==> config.mk <==
export PLATFORM = sky130hd
export DESIGN_NAME = fft_frame_sender
export DESIGN_NICKNAME = d
export VERILOG_FILES = /design/src/rtl/fft_frame_pkg.sv /design/src/rtl/fft_sample_buf.sv /design/src/rtl/fft_frame_sender.sv
export SDC_FILE = /design/constraint.sdc
export NUM_CORES = 1
export LEC_CHECK = 0
export BUFFER_PORTS_ARGS = -buffer_cell sky130_fd_sc_hd__clkbuf_2
export CORE_UTILIZATION = 52
export CTS_CLUSTER_SIZE = 8
export DETAILED_ROUTE_END_ITERATION = 12
export PLACE_DENSITY = 0.76
export SLEW_MARGIN = 20
export SYNTH_ARGS = -nofsm -noshare
export SYNTH_HDL_FRONTEND = slang
export SYNTH_HIERARCHICAL = 1
export SYNTH_SLANG_ARGS = --single-unit
==> constraint.sdc <==
create_clock -name clk -period 3.3 [get_ports clk]
set_clock_uncertainty 0.1 [all_clocks]
set_input_delay 0.66 -clock clk [delete_from_list [all_inputs] [get_ports clk]]
set_output_delay 0.66 -clock clk [all_outputs]
set_load 0.005 [all_outputs]
==> src/rtl/fft_frame_pkg.sv <==
// Shared types and constants for the FFT frame sender.
//   state_e   : sender FSM states
//   N_SAMPLES, SAMPLE_W, BIN_W, WAIT_CYCLES : default frame geometry
//   RX_LATCH_COUNT : receiver counter value at which its result register loads
//   idx_width()    : index width for an n-entry structure (never below 1)
package fft_frame_pkg;

    localparam int unsigned N_SAMPLES      = 8;
    localparam int unsigned SAMPLE_W       = 8;
    localparam int unsigned BIN_W          = 16;
    localparam int unsigned WAIT_CYCLES    = 4;
    // Receiver counter after the last WAIT edge: N_SAMPLES + WAIT_CYCLES - 1.
    localparam int unsigned RX_LATCH_COUNT = 11;

    typedef enum logic [2:0] {
        StFill,
        StFlush,
        StSend,
        StWait,
        StCapture,
        StHold
    } state_e;

    function automatic int unsigned idx_width(input int unsigned n);
        return (n > 1) ? $clog2(n) : 1;
    endfunction

endpackage

==> src/rtl/fft_sample_buf.sv <==
// One-frame sample store: DEPTH x WIDTH register file.
//   clk     : clock
//   clr     : synchronous clear of every entry (has priority over writes)
//   wr_en   : write strobe
//   wr_idx  : write address
//   wr_data : write data
//   rd_idx  : combinational read address
//   rd_data : combinational read data
module fft_sample_buf
    import fft_frame_pkg::*;
#(
    parameter int unsigned DEPTH = N_SAMPLES,
    parameter int unsigned WIDTH = SAMPLE_W,
    localparam int unsigned IDX_W = idx_width(DEPTH)
) (
    input  logic             clk,
    input  logic             clr,
    input  logic             wr_en,
    input  logic [IDX_W-1:0] wr_idx,
    input  logic [WIDTH-1:0] wr_data,
    input  logic [IDX_W-1:0] rd_idx,
    output logic [WIDTH-1:0] rd_data
);

    logic [WIDTH-1:0] mem_q [DEPTH];

    always_ff @(posedge clk) begin
        if (clr) begin
            for (int i = 0; i < int'(DEPTH); i++) begin
                mem_q[i] <= '0;
            end
        end else if (wr_en) begin
            mem_q[wr_idx] <= wr_data;
        end
    end

    assign rd_data = mem_q[rd_idx];

endmodule

==> src/rtl/fft_frame_sender.sv <==
// Host-side transmitter for the serial-sample FFT receiver. Collects one frame of
// samples, resets the receiver, streams the samples one per clock, clocks the
// receiver through its compute latency, then captures and returns its bin flags.
//   clk       : clock
//   rst_n     : synchronous active-low reset
//   s_valid   : upstream sample valid
//   s_data    : upstream sample
//   s_ready   : sender can accept a sample (FILL only)
//   tx_rst_n  : receiver reset (active-low, sync)
//   tx_ena    : receiver enable (SEND/WAIT only)
//   tx_data   : receiver sample input
//   bins_in   : receiver packed bin flags
//   res_valid : captured result valid
//   res_data  : captured bin flags
//   res_ready : downstream accepts result
//   busy      : high in every state except FILL
// All outputs are registered; they are computed from the next state so each
// output is valid during the cycle its state occupies.
module fft_frame_sender
    import fft_frame_pkg::*;
#(
    parameter int unsigned N_SAMPLES   = fft_frame_pkg::N_SAMPLES,
    parameter int unsigned SAMPLE_W    = fft_frame_pkg::SAMPLE_W,
    parameter int unsigned BIN_W       = fft_frame_pkg::BIN_W,
    parameter int unsigned WAIT_CYCLES = fft_frame_pkg::WAIT_CYCLES
) (
    input  logic                clk,
    input  logic                rst_n,
    input  logic                s_valid,
    input  logic [SAMPLE_W-1:0] s_data,
    output logic                s_ready,
    output logic                tx_rst_n,
    output logic                tx_ena,
    output logic [SAMPLE_W-1:0] tx_data,
    input  logic [BIN_W-1:0]    bins_in,
    output logic                res_valid,
    output logic [BIN_W-1:0]    res_data,
    input  logic                res_ready,
    output logic                busy
);

    localparam int unsigned CNT_W  = $clog2(N_SAMPLES + 1);
    localparam int unsigned PH_MAX = (N_SAMPLES > WAIT_CYCLES) ? N_SAMPLES : WAIT_CYCLES;
    localparam int unsigned PH_W   = idx_width(PH_MAX);
    localparam int unsigned IDX_W  = idx_width(N_SAMPLES);

    state_e              state_q, state_d;
    logic [CNT_W-1:0]    cnt_q, cnt_d;
    logic [PH_W-1:0]     phase_q, phase_d;

    logic                s_ready_q, s_ready_d;
    logic                tx_rst_n_q, tx_rst_n_d;
    logic                tx_ena_q, tx_ena_d;
    logic [SAMPLE_W-1:0] tx_data_q, tx_data_d;
    logic                res_valid_q, res_valid_d;
    logic [BIN_W-1:0]    res_data_q, res_data_d;
    logic                busy_q, busy_d;

    logic                wr_en;
    logic [IDX_W-1:0]    rd_idx;
    logic [SAMPLE_W-1:0] rd_data;

    fft_sample_buf #(
        .DEPTH (N_SAMPLES),
        .WIDTH (SAMPLE_W)
    ) u_buf (
        .clk     (clk),
        .clr     (!rst_n),
        .wr_en   (wr_en),
        .wr_idx  (cnt_q[IDX_W-1:0]),
        .wr_data (s_data),
        .rd_idx  (rd_idx),
        .rd_data (rd_data)
    );

    always_comb begin
        state_d     = state_q;
        cnt_d       = cnt_q;
        phase_d     = phase_q;
        res_valid_d = res_valid_q;
        res_data_d  = res_data_q;
        wr_en       = 1'b0;

        unique case (state_q)
            StFill: begin
                if (s_valid && s_ready_q) begin
                    wr_en = 1'b1;
                    if (cnt_q == CNT_W'(N_SAMPLES - 1)) begin
                        state_d = StFlush;
                        cnt_d   = '0;
                    end else begin
                        cnt_d = cnt_q + 1'b1;
                    end
                end
            end
            StFlush: begin
                state_d = StSend;
                phase_d = '0;
            end
            StSend: begin
                if (phase_q == PH_W'(N_SAMPLES - 1)) begin
                    state_d = StWait;
                    phase_d = '0;
                end else begin
                    phase_d = phase_q + 1'b1;
                end
            end
            StWait: begin
                if (phase_q == PH_W'(WAIT_CYCLES - 1)) begin
                    state_d = StCapture;
                    phase_d = '0;
                end else begin
                    phase_d = phase_q + 1'b1;
                end
            end
            StCapture: begin
                // Receiver result register loaded on the last WAIT edge.
                state_d     = StHold;
                res_valid_d = 1'b1;
                res_data_d  = bins_in;
            end
            StHold: begin
                if (res_valid_q && res_ready) begin
                    state_d     = StFill;
                    res_valid_d = 1'b0;
                end
            end
            default: begin
                state_d = StFill;
            end
        endcase

        // Read address follows the next phase so buf[k] is registered out for SEND cycle k.
        rd_idx     = phase_d[IDX_W-1:0];
        s_ready_d  = (state_d == StFill);
        tx_rst_n_d = (state_d != StFlush);
        tx_ena_d   = (state_d == StSend) || (state_d == StWait);
        tx_data_d  = (state_d == StSend) ? rd_data : '0;
        busy_d     = (state_d != StFill);
    end

    always_ff @(posedge clk) begin
        if (!rst_n) begin
            state_q     <= StFill;
            cnt_q       <= '0;
            phase_q     <= '0;
            s_ready_q   <= 1'b1;
            tx_rst_n_q  <= 1'b0;
            tx_ena_q    <= 1'b0;
            tx_data_q   <= '0;
            res_valid_q <= 1'b0;
            res_data_q  <= '0;
            busy_q      <= 1'b0;
        end else begin
            state_q     <= state_d;
            cnt_q       <= cnt_d;
            phase_q     <= phase_d;
            s_ready_q   <= s_ready_d;
            tx_rst_n_q  <= tx_rst_n_d;
            tx_ena_q    <= tx_ena_d;
            tx_data_q   <= tx_data_d;
            res_valid_q <= res_valid_d;
            res_data_q  <= res_data_d;
            busy_q      <= busy_d;
        end
    end

    assign s_ready   = s_ready_q;
    assign tx_rst_n  = tx_rst_n_q;
    assign tx_ena    = tx_ena_q;
    assign tx_data   = tx_data_q;
    assign res_valid = res_valid_q;
    assign res_data  = res_data_q;
    assign busy      = busy_q;

endmodule

After elaboration in Yosys (flattened, before gate mapping):

Memories as Yosys holds them, arrays and structs flattened. A register that Yosys moved wholly into a read port is not among the register bits.
Index checks and enable logic that the tools add are counted.

* bits in registers: 31
* memory bits (writable): 64
* input port bits: 28
* output and inout bits: 29
* logic and storage cells: 57
* memories: 1

* add/subtract/negate cells: 2
* equality and inequality tests: 12
* mux-type cells: 21
* reduce and logical (&&, ||, !) cells: 12

Memories
* u_buf.mem_q: depth 8, width 8, rd ports 1, clocked after Yosys merged registers in 1, wr ports 8, RTL line fft_sample_buf.sv:25 `logic [WIDTH-1:0] mem_q [DEPTH];`

Operator list (count)
* $mux W3: 8
* $pmux W3 S6: 1
* $eq A3 B2 Y1 const B: 5
* $eq A3 B3 Y1 const B: 3
* $pmux W3 S3: 1
* $mux W1: 8
* $mux W8: 1
* $reduce_or A8 Y1: 1
* $logic_not A3 Y1: 2
* $reduce_and A2 Y1: 3
* $add A4 B1 Y4 const B: 1
* $eq A4 B3 Y1 const B: 1
* $mux W4: 1
* $add A3 B1 Y3 const B: 1
* $eq A3 B1 Y1 const B: 1
* $ne A3 B1 Y1 const B: 1
* $reduce_bool A3 Y1: 1
* $logic_and A1 B1 Y1: 2
* $ne A2 B2 Y1 const B: 1
* $pmux W1 S2: 1
* $reduce_bool A2 Y1: 1
* $logic_not A1 Y1: 1
* $logic_or A1 B1 Y1: 1

Logic depth before layout (Yosys ltp):

Gate-level depths: netlist of the first run.

* depth after elaboration: 8
* mapped depth: 10
* mapped depth without buffers: 8

By module:

The synthesis of the first run kept the hierarchy.

Modules (own cells, without submodules)
* fft_sample_buf: instances 1, cells an instance 193, area an instance 2994.1 um^2, sequential area each 1921.8 um^2
* fft_frame_sender: instances 1, cells an instance 169, area an instance 1530.2 um^2, sequential area each 780.7 um^2

Least setup slack after synthesis of the first run:

Ideal clock, no wire load.

* kind: input to register
* from: input s_valid
* to: memory u_buf/mem_q[0][0] (netlist name), enable pin
* setup time: 0.375 ns
* data arrival time: 2.179 ns
* required time: 2.825 ns
* slack: 0.646 ns
* stages on the path: 6
* path buffers: 2
* cell sequence: nand3b_4 -> nor3_2 -> or3b_2 -> buf_2 -> buf_6 -> o21bai_1

RTL lines
* from (decl): RTL line fft_frame_sender.sv:29 `input logic s_valid,`
* to (decl): RTL line fft_sample_buf.sv:25

Worst setup path in the final report of the first run:

* from: register phase_q[0]
* to: register tx_data_q[6] (netlist: tx_data[6]) (read register of u_buf.mem_q)

* elaborated cells between the ends (all ways): 12
* classes of those cells: add/sub (1); eq/ne (3); mux (6); reduce/logical (2)

RTL lines
* from (decl): RTL line fft_frame_sender.sv:49 `logic [PH_W-1:0] phase_q, phase_d;`
* from (signal assigned): RTL line fft_frame_sender.sv:157 `phase_q <= phase_d;`
* $add A3 B1 Y3 (tied with other cells): RTL line fft_frame_sender.sv:105, fft_frame_sender.sv:113
* $mux W3, on equally long branches: RTL line fft_frame_sender.sv:109, fft_frame_sender.sv:101
* $pmux W3 S3 *: RTL line fft_frame_sender.sv:84 `unique case (state_q)`
* net phase_d[0]: RTL line fft_frame_sender.sv:49
* to (decl): RTL line fft_frame_sender.sv:54 `logic [SAMPLE_W-1:0] tx_data_q, tx_data_d;`

The timed path passes the listed nets; every way through them passes the cells marked *.
A chain may end at the register's enable or synchronous reset.

==> reports/results.tsv, run 1 <==
stage	metric	value	unit
route	viasPerCell	5.553	
timing	grt_setup_unrepaired	no	
placement	gp_congestion	0.7734	
route	vias	2932	
cells_and_area	synthToLayoutAreaGrowth	12.56	%
critical_path	crit_end	tx_data[6]	
placement	dp_hpwl	6096	µm
synth	ys_seq_area_frac	0.5973	
die	coreArea	8299	µm²
pwr	power.density	458.9	nW/µm²
placement	io_buffers	56	
synth	synth_flop_cell	edfxtp_1	
global_routing	grt_pass1_vias	2766	
cells_and_area	insertedDiodeCount	0	
route	postRouteAntennaNets	0	
synth	syn-num-nets	395	
synth	synth_edf_count	64	
timing	slew_headroom	0.3585	
die	die_x	95.28	µm
synth	synth_cell_types	45	
pwr	irDropWorstVdd	0.2548	mV
critical_path	cp-start-kind	register	
cells_and_area	fill_cells	668	
clocking	cts_resized	0	
clocking	clk_latency	0.36	ns
global_routing	grt_first_pass_wirelength	13660	µm
synth	syn_area_per_cell	12.50	µm²
critical_path	crit_path_frequent_cell	ha_1	
route	drt_iter0_markers	172	
clocking	path_clk_slew	0.10	ns
synth	async_flop_share	0	
clocking	cts_htree_levels	3	
clocking	cts_tree	done	
timing	hold_violations	0	
die	io_pins	57	
synth	synthCells	362	
critical_path	r2r_start	phase_q[0]	
timing	timing.final.max_slew_violations	0	
critical_path	required	3.47	ns
critical_path	cp_max_fo	17	
critical_path	r2r-end	tx_data[6]	
route	post_drt_wl_per_cell	16.10	µm
route	drt_wl_total	8501	µm
synth	netlist_area	4524	µm²
critical_path	end_kind	register	
timing	setup-violations-final	0	
timing	max_slew.worst_pin.slew	0.9587	ns
critical_path	crit_arrival	2.85	ns
global_routing	grtUsageTotal	0.2048	
timing	min_period	2.685	ns
outcome	status	finished, final reports clean	
route	post-route-drc-count	0	
route	highest_layer	met4	
hold_path	hp-class	register to register	
global_routing	grt_overflow_total	0	
route	wl_met1	3849	µm
synth	ys_seq_elements	103	
critical_path	r2r_slack	0.61	ns
hold_path	hold_depth	2	
critical_path	slowest_stage	mux4_1	
run	drv_cap	0	
placement	post-place-ws	0.5904	ns
global_routing	grt_max_degree	36	
clocking	clock-sinks	103	
cells_and_area	final_nets	451	
pwr	p_leak	1.913	nW
die	die_h	95.28	µm
cells_and_area	drive_gt1_frac	0.2459	
die	start_util	0.5452	
clocking	clockBufferDepth	2	
timing	fin_ws	0.6146	ns
critical_path	rr_worst_depth	9	
route	wl_met3	335	µm
timing	timing.final.crit_share	0.8138	
route	firstDrtPassIters	5	
critical_path	critical_path.max_stage_delay	0.64	ns
clocking	cts_buffers	9	
clocking	ctsHoldBuffers	0	
route	dr_wl_met2	4223	µm
die	die_area	9077	µm²
timing	fin_tns_setup	0	ns
global_routing	antenna_found_initial	0	
critical_path	crit_chain	ha_1 > ha_1 > nor2_1 > a21oi_1 > o21ai_1 > buf_4 > mux4_1 > mux2_2 > and2_1	
synth	ys_warn_count	6	
critical_path	critical_path_class	register to register	
clocking	postCtsSetupBuffers	0	
critical_path	crit_start	phase_q[0]	
timing	max_freq	372.4	MHz
clocking	cts_root_buffer	clkbuf_8	
die	rows	33	
==> worst min-delay path by stage <==
| stage | startpoint | to | slack [ns] |
|---|---|---|---|
| CTS | res_data[3] | res_data[3] | 0.36 |
| floorplan | res_data[9] | res_data[9] | 0.35 |
| detailed placement | res_data[3] | res_data[3] | 0.35 |
| finish | res_data[3] | res_data[3] | 0.36 |
| global placement | res_data[14] | res_data[14] | 0.34 |
| global route | bins_in[1] | res_data[1] | 0.38 |
==> placed cells by master, fill, tap and decap left out, types with 2 or more instances in the layout <==
cell type / Yosys / layout
a21oi_1: 20 / 20
a22oi_1: 2 / 2
and2_1: 10 / 10
buf_4: 4 / 15
clkbuf_2: 0 / 56
clkbuf_8: 0 / 9
clkinv_1: 8 / 8
clkinv_4: 0 / 3
dfxtp_1: 39 / 39
edfxtp_1: 64 / 64
ha_1: 5 / 5
inv_1: 9 / 9
inv_6: 0 / 2
mux2_2: 8 / 8
mux4_1: 15 / 15
nand2_1: 36 / 36
nand2b_1: 7 / 7
nand3_1: 4 / 4
nor2_1: 8 / 8
nor2b_1: 2 / 2
nor3_1: 64 / 64
o21ai_0: 4 / 3
o21ai_1: 1 / 2
o21bai_1: 8 / 8
xnor2_1: 3 / 3
==> cells in the mapped netlist, types with 2 or more instances <==
master / n / share of area
nor2_1: 8 / 0.0066
xnor2_1: 3 / 0.0058
nor2b_1: 2 / 0.0028
mux4_1: 15 / 0.087
nand2_1: 36 / 0.030
inv_1: 9 / 0.0075
clkbuf_1: 11 / 0.0091
nand3_1: 4 / 0.0044
buf_6: 3 / 0.0075
o21bai_1: 8 / 0.013
dfxtp_1: 39 / 0.17
a22oi_1: 2 / 0.0033
a21oi_1: 20 / 0.022
buf_1: 3 / 0.0025
o21ai_0: 4 / 0.0044
mux2_2: 8 / 0.020
and2_1: 10 / 0.014
edfxtp_1: 64 / 0.42
clkinv_1: 8 / 0.0066
buf_4: 4 / 0.0066
nor3_1: 64 / 0.071
buf_2: 4 / 0.0044
nand2b_1: 7 / 0.0097
ha_1: 5 / 0.014
==> metrics by stage <==
step / cell area (µm²) / instances / hold WS [ns] / power, mW / utilization
floorplan: 4524 / 362 / 0.3506 / 1.540 / -
global placement: 4892 / 512 / 0.3420 / 1.592 / 0.5895
detailed placement: 4892 / 512 / 0.3477 / 1.597 / 0.5895
CTS: 5092 / 528 / 0.3628 / 2.363 / 0.6136
global route: 5092 / 528 / 0.3795 / 2.416 / 0.6136
finish: 5092 / 528 / 0.3594 / 2.337 / 0.6136
==> cell type report <==
cell class	count	area, µm²	area share
Clock buffer	10	148.9	0.02924
Clock inverter	6	51.30	0.01007
Inverter	17	63.81	0.01253
Multi-Input combinational cell	216	1602	0.3145
Sequential cell	103	2703	0.5307
Tap cell	105	131.4	0.02580
Timing Repair Buffer	71	392.9	0.07715
==> worst max-delay path: cells and delay by family, from the launching register on <==
| family | cells | cell delay (ns) |
|---|---|---|
| buffers and inverters | 1 | 0.30 |
| adders and majority gates | 2 | 0.45 |
| DFF | 1 | 0.36 |
| and+or+nand+nor | 2 | 0.24 |
| muxes | 2 | 0.93 |
| AOI/OAI and AO/OA | 2 | 0.21 |
==> cells by family after synthesis <==
group,count (synthesis),share of synthesized area
AND/OR/NAND/NOR,144,0.1676
flip-flops,103,0.5973
buffers and inverters,43,0.04867
AO/OA/AOI/OAI,39,0.05254
multiplexers,25,0.1142
adder cells (fa/ha/maj),5,0.01383
XOR/XNOR,3,0.005809
==> layer usage <==
metal | vias to the layer above | global-route usage
met5 | - | 0
met3 | 6 | 0.04705
met4 | 0 | 0.06566
met2 | 80 | 0.3381
met1 | 1410 | 0.2680
li1 | 1436 | -
==> sequential cells by signal (all words and copies together), names as in the netlist <==
name         cells
tx_ena           1
tx_rst_n         1
res_data        16
u_buf/mem_q     64
s_ready          1
tx_data          8
phase_q          3
cnt_q            4
res_valid        1
state_q          3
busy             1
==> where the power goes <==
part           internal, mW  leakage [nW]  total (mW)  switching, mW
Clock                 0.329        0.0986       0.769          0.439
Combinational        0.0581         0.837       0.147         0.0893
Sequential             1.41         0.978        1.42         0.0154
Total                  1.79          1.91        2.34          0.544
Note: power is estimated with default switching activity, not from simulation.
==> run 2, diff against run 1 <==
Settings changed: ABC_AREA from default to 1, PLACE_DENSITY 0.76 to 0.75.
Clock period 3.3 ns to 2.7 ns, I/O delays scaled along.
==> reports/results.tsv, run 2 <==
stage	metric	value	unit	change
outcome	status	finished, final reports clean		
placement	placedCellCount	733		+43%
route	post_drt_wl_per_cell	14.10	µm	-12%
synth	syn_area_per_cell	8.297	µm²	-34%
global_routing	grt_max_degree	34		-5.6%
cells_and_area	fill_cells	777		+16%
global_routing	grt_overflow_total	0		unchanged
pwr	power.density	544.3	nW/µm²	+19%
critical_path	cp-start-kind	register		
synth	synth_cell_types	27		-40%
die	rows	34		+3.0%
cells_and_area	utilization	0.6075		-0.006133
critical_path	crit_chain	ha_1 > ha_1 > inv_1 > nand2_1 > o21ai_0 > nor2_1 > nor2_2 > inv_2 > nand2_1 > nand3_1 > nand2_1 > nand2_1 > nand2_1 > inv_1 > nor2_1		
clocking	cts_resized	0		unchanged
synth	yosys.area.top_type_share	0.3973		-0.02747
critical_path	crit_arrival	2.52	ns	-0.33 ns
critical_path	slowest_stage	inv_2		
route	viasPerCell	5.045		-9.1%
global_routing	grt_first_pass_wirelength	17420	µm	+27%
synth	synth_most_common_cell	nand2_1		
timing	setup-violations-final	0		unchanged
critical_path	crit_path_frequent_cell	nand2_1		
route	drt_iter0_markers	379		+120%
cells_and_area	largest_reg_flops	64		unchanged
timing	min_period	2.345	ns	-0.3402 ns
cells_and_area	final_nets	669		+48%
timing	timing.final.max_slew_violations	0		unchanged
synth	ys_warn_count	6		unchanged
cells_and_area	largest_register	u_buf/mem_q		
route	firstDrtPassIters	7		+2
critical_path	end_kind	register		
cells_and_area	synthToLayoutAreaGrowth	11.12	%	
pwr	p_leak	2.694	nW	+41%
clocking	cts_root_buffer	clkbuf_8		
cells_and_area	drive_gt1_frac	0.1591		-0.08674
die	io_pins	57		unchanged
global_routing	grt_pass1_vias	3576		+29%
global_routing	grtUsageTotal	0.2329		+0.02812
route	drt_wl_total	10560	µm	+24%
synth	synth_edf_count	64		unchanged
route	post-route-drc-count	0		unchanged
clocking	cts_buffers	9		unchanged
timing	grt_setup_unrepaired	no		
synth	netlist_area	4837	µm²	+6.9%
pwr	irDropWorstVdd	0.2818	mV	+11%
die	coreArea	8848	µm²	+6.6%
clocking	path_clk_slew	0.10	ns	about the same
timing	timing.final.crit_share	0.8686		+0.05482
synth	synth_flop_cell	edfxtp_1		
cells_and_area	layout_common_cells	nand2_1, nor2_1, inv_1		
synth	synth_top_area_cell	edfxtp_1		
placement	dp_hpwl	7535	µm	+24%
die	die_area	9691	µm²	+6.8%
route	postRouteAntennaNets	0		unchanged
die	start_util	0.5467		+0.001510
timing	max_slew.worst_pin.slew	0.4948	ns	-0.4639 ns
synth	ys_top_cells_by_count	nand2_1, nor2_1, inv_1, edfxtp_1, dfxtp_1		
cells_and_area	insertedDiodeCount	0		unchanged
critical_path	required	2.87	ns	-0.60 ns
timing	max_freq	426.4	MHz	+15%
hold_path	hp-class	primary input to register		
synth	synthCells	583		+61%
synth	ys_seq_elements	103		unchanged
synth	ys_top_cells_by_area	edfxtp_1, dfxtp_1, nand2_1		
synth	syn-num-nets	616		+56%
critical_path	critical_path.max_stage_delay	0.37	ns	-0.27 ns
die	die_h	98.45	µm	+3.3%
placement	io_buffers	56		unchanged
clocking	ctsHoldBuffers	0		unchanged
clocking	clock-sinks	103		unchanged
clocking	cts_htree_levels	3		unchanged
timing	hold_violations	0		unchanged
cells_and_area	fin_cells	749		+42%
cells_and_area	layout_commonest_cell	nand2_1		
clocking	clk_latency	0.37	ns	about the same
die	die_x	98.45	µm	+3.3%
timing	slew_headroom	0.6697		+0.3112
timing	fin_tns_setup	0	ns	unchanged
clocking	postCtsSetupBuffers	0		unchanged
global_routing	antenna_found_initial	0		unchanged
placement	gp_congestion	0.8759		+13%
synth	async_flop_share	0		unchanged
run	drv_cap	0		unchanged
critical_path	cp_max_fo	32		+15
route	vias	3779		+29%
critical_path	critical_path_class	register to register		
clocking	clockBufferDepth	2		unchanged
clocking	cts_tree	done		
synth	ys_seq_area_frac	0.5587		-0.03863
## run 2: changes by cell type after synthesis, moves of 11 or more
cell	before	now
nand2_1	36	135
nand3_1	4	38
nor2_1	8	122
o21ai_0	4	20
a21oi_1	20	3
mux4_1	15	0
nor3_1	64	2
nand2_4	0	11
inv_1	9	105
## run 2: cell type report
cell class / instances / area (µm²) / area share
clock buffer: 11 / 173.9 / 0.03236
clock inverter: 5 / 33.78 / 0.006285
inverter: 109 / 411.6 / 0.07658
multi-input combinational: 353 / 1608 / 0.2991
sequential: 103 / 2703 / 0.5028
tap: 108 / 135.1 / 0.02514
timing repair buffer: 60 / 310.3 / 0.05773
## run 2: final timing paths
path / startpoint / to / slack [ns] / depth (start not counted)
setup / recovery: phase_q[0] / tx_data[6] / 0.35 / 15
hold reg to reg: res_data[10] / res_data[10] / 0.39 / 2
hold / removal: bins_in[1] / res_data[1] / 0.31 / 3
setup reg to reg: phase_q[0] / tx_data[6] / 0.35 / 15
## run 2: power breakdown
group	leakage, nW	switching (mW)	total, mW	internal [mW]
combinational	1.61	0.137	0.193	0.0565
sequential	0.978	0.0209	1.74	1.72
clock	0.107	0.541	0.992	0.451
## run 2: cells by family (layout without fill, tap and decap cells)
kind of cell,Yosys count,in the layout,share of synthesized area
AOI/OAI and AO/OA,26,26,0.02768
xor gates and xnor gates,1,1,0.001811
buffers and inverters,127,185,0.1094
and+or+nand+nor,321,321,0.2894
adders and majority gates,5,5,0.01293
DFF,103,103,0.5587
## run 2: worst max-delay path: cells and delay by family, from the launching register on
family          cells  cell delay, ns
compound gates      1            0.11
fa+ha+maj           2            0.45
buf+inv             3            0.47
flops               1            0.36
simple gates        9            0.73
## run 2: per-stage QoR
stage	total power, mW	instance area, µm²	hold WS, ns	setup WS, ns
finish	2.926	5375	0.3122	0.3548
global route	3.035	5375	0.2975	0.1404
CTS	2.946	5375	0.3037	0.4087
detailed placement	1.967	5167	0.3702	0.4323
global placement	1.963	5167	0.3632	0.4711
floorplan	1.896	4837	0.3600	0.7628
## run 2: per-layer routing
layer / wire (µm) / track usage
met5: 0 / 0
met2: 4817 / 0.3689
met3: 780 / 0.04539
met1: 4686 / 0.3159
met4: 279 / 0.09759
==> run 3, diff against run 2 <==
Settings changed: PLACE_DENSITY 0.75 to 0.78.
Clock period 2.7 ns to 1.9 ns, I/O delays scaled along.
==> reports/results.tsv, run 3 (synthesis gave the netlist of run 2 again) <==
stage	metric	value	unit	change
cells_and_area	synthToLayoutAreaGrowth	20.59	%	
timing	max_freq	493.5	MHz	+16%
placement	dp_hpwl	7691	µm	+2.1%
die	io_pins	57		unchanged
pwr	total_power	4.070	mW	+39%
die	start_util	0.5467		unchanged
critical_path	cp-start-kind	register		
timing	grt_setup_unrepaired	yes		
global_routing	grtUsageTotal	0.2414		+0.008518
timing	hold_violations	0		unchanged
cells_and_area	fill_cells	702		-9.7%
clocking	clockBufferDepth	2		unchanged
clocking	path_clk_slew	0.10	ns	about the same
die	rows	34		unchanged
critical_path	cp_max_fo	16		-50%
route	wl_met1	4611	µm	-1.6%
outcome	status	finished with violations		
timing	min_period	2.026	ns	-0.3188 ns
pwr	irDropWorstVdd	0.4776	mV	+69%
global_routing	grt_max_degree	27		-21%
route	drt_iter0_markers	392		+3.4%
die	die_h	98.45	µm	unchanged
route	dr_wl_met2	5402	µm	+12%
clocking	cts_buffers	9		unchanged
critical_path	required	2.07	ns	-0.80 ns
critical_path	critical_path.max_stage_delay	0.35	ns	-0.02 ns
pwr	p_leak	2.885	nW	+7.1%
timing	fin_tns_setup	-0.8465	ns	-0.8465 ns
cells_and_area	insertedDiodeCount	0		unchanged
outcome	violations	setup timing		
critical_path	critical_path_class	register to register		
cells_and_area	largest_register	u_buf/mem_q		
placement	gp_congestion	0.9011		+2.9%
clocking	cts_root_buffer	clkbuf_8		
global_routing	grt_pass1_vias	3771		+5.5%
global_routing	grt_first_pass_wirelength	17970	µm	+3.2%
hold_path	hp-class	primary input to register		
critical_path	rr_worst_depth	16		+1
route	viasPerCell	5.132		+1.7%
cells_and_area	layout_commonest_cell	nand2_1		
route	firstDrtPassIters	5		-2
cells_and_area	fin_cells	780		+4.1%
die	die_area	9691	µm²	unchanged
route	highest_layer	met4		
route	post_drt_wl_per_cell	14.67	µm	+4.0%
critical_path	crit_arrival	2.20	ns	-0.32 ns
clocking	clock-sinks	103		unchanged
hold_path	hold_depth	3		unchanged
critical_path	cp_num_cells	16		+1
timing	fin_ws	-0.1264	ns	-0.4812 ns
cells_and_area	largest_reg_flops	64		unchanged
cells_and_area	layout_common_cells	nand2_1, nor2_1, inv_1		
die	die_x	98.45	µm	unchanged
cells_and_area	utilization	0.6592		+0.05175
timing	timing.final.max_slew_violations	0		unchanged
critical_path	end_kind	register		
critical_path	crit_chain	ha_4 > ha_4 > inv_2 > nand2_2 > o21ai_2 > nor2_1 > nor2_2 > buf_6 > buf_16 > nand2_1 > nand3_1 > nand2_1 > nand2_1 > nand2_1 > inv_1 > nor2_1		
timing	max_slew.worst_pin.slew	0.4705	ns	-0.02430 ns
critical_path	slowest_stage	dfxtp_2		
critical_path	crit_buf_inv	4		+1
timing	timing.final.crit_share	1.067		+0.1979
route	post-route-drc-count	0		unchanged
die	coreArea	8848	µm²	unchanged
timing	setup-violations-final	8		+8
route	vias	4003		+5.9%
cells_and_area	drive_gt1_frac	0.2500		+0.09087
route	postRouteAntennaNets	0		unchanged
timing	slew_headroom	0.6860		+0.01633
cells_and_area	final_nets	700		+4.6%
run	drv_cap	0		unchanged
placement	placedCellCount	758		+3.4%
critical_path	crit_family	simple AND/OR/NAND/NOR gates		
pwr	power.density	697.7	nW/µm²	+28%
route	wl_met3	1001	µm	+28%
clocking	clk_latency	0.37	ns	about the same
global_routing	antenna_found_initial	0		unchanged
placement	post-place-ws	-0.1467	ns	-0.5790 ns
global_routing	grt_overflow_total	0		unchanged
critical_path	crit_path_frequent_cell	nand2_1		
clocking	cts_htree_levels	3		unchanged
clocking	ctsHoldBuffers	0		unchanged
route	drt_wl_total	11440	µm	+8.3%
placement	io_buffers	56		unchanged
clocking	cts_tree	done		
## run 3: timing repair
action                                  CTS  global route
setup buffers                             2             1
endpoints found under the setup margin   20            70
gates resized for setup                  18            25
gates cloned                              2             1
pin swaps                                 6             6
## run 3: layer usage
metal	GRT usage	vias to the layer above
met5	0	-
met4	0.1274	0
met3	0.04681	41
met2	0.3852	230
met1	0.3148	1782
li1	-	1950
## run 3: power by group
part	internal, mW	switching (mW)
Clock	0.493	0.792
Combinational	0.105	0.208
Sequential	2.44	0.0293
Total	3.04	1.03
## run 3: worst paths after layout
check / start / endpoint / slack, ns
worst max-delay path: phase_q[1] / tx_data[6] / -0.13
worst min-delay path: bins_in[11] / res_data[11] / 0.15
worst max register to register: phase_q[1] / tx_data[6] / -0.13
worst min register to register: res_data[15] / res_data[15] / 0.39
## run 3: worst min-delay path: stages
cell and delay [ns]:
clkbuf_2 0.07, o21ai_0 0.07, nor2_1 0.07
## run 3: stage by stage
step / hold WS, ns / area (µm²)
after CTS: 0.1420 / 5705
final: 0.1518 / 5833
after floorplan: 0.3600 / 4845
after global placement: 0.3661 / 5410
after detailed placement: 0.3721 / 5410
after global routing: 0.1619 / 5833
## run 3: cell type report
class / count / area (µm²) / share of cell area
tap: 108 / 135.1 / 0.02317
clock buffer: 9 / 123.9 / 0.02124
multi-input combinational: 353 / 1744 / 0.2990
clock inverter: 7 / 52.55 / 0.009009
timing repair buffer: 91 / 658.1 / 0.1128
inverter: 109 / 411.6 / 0.07057
sequential: 103 / 2708 / 0.4642
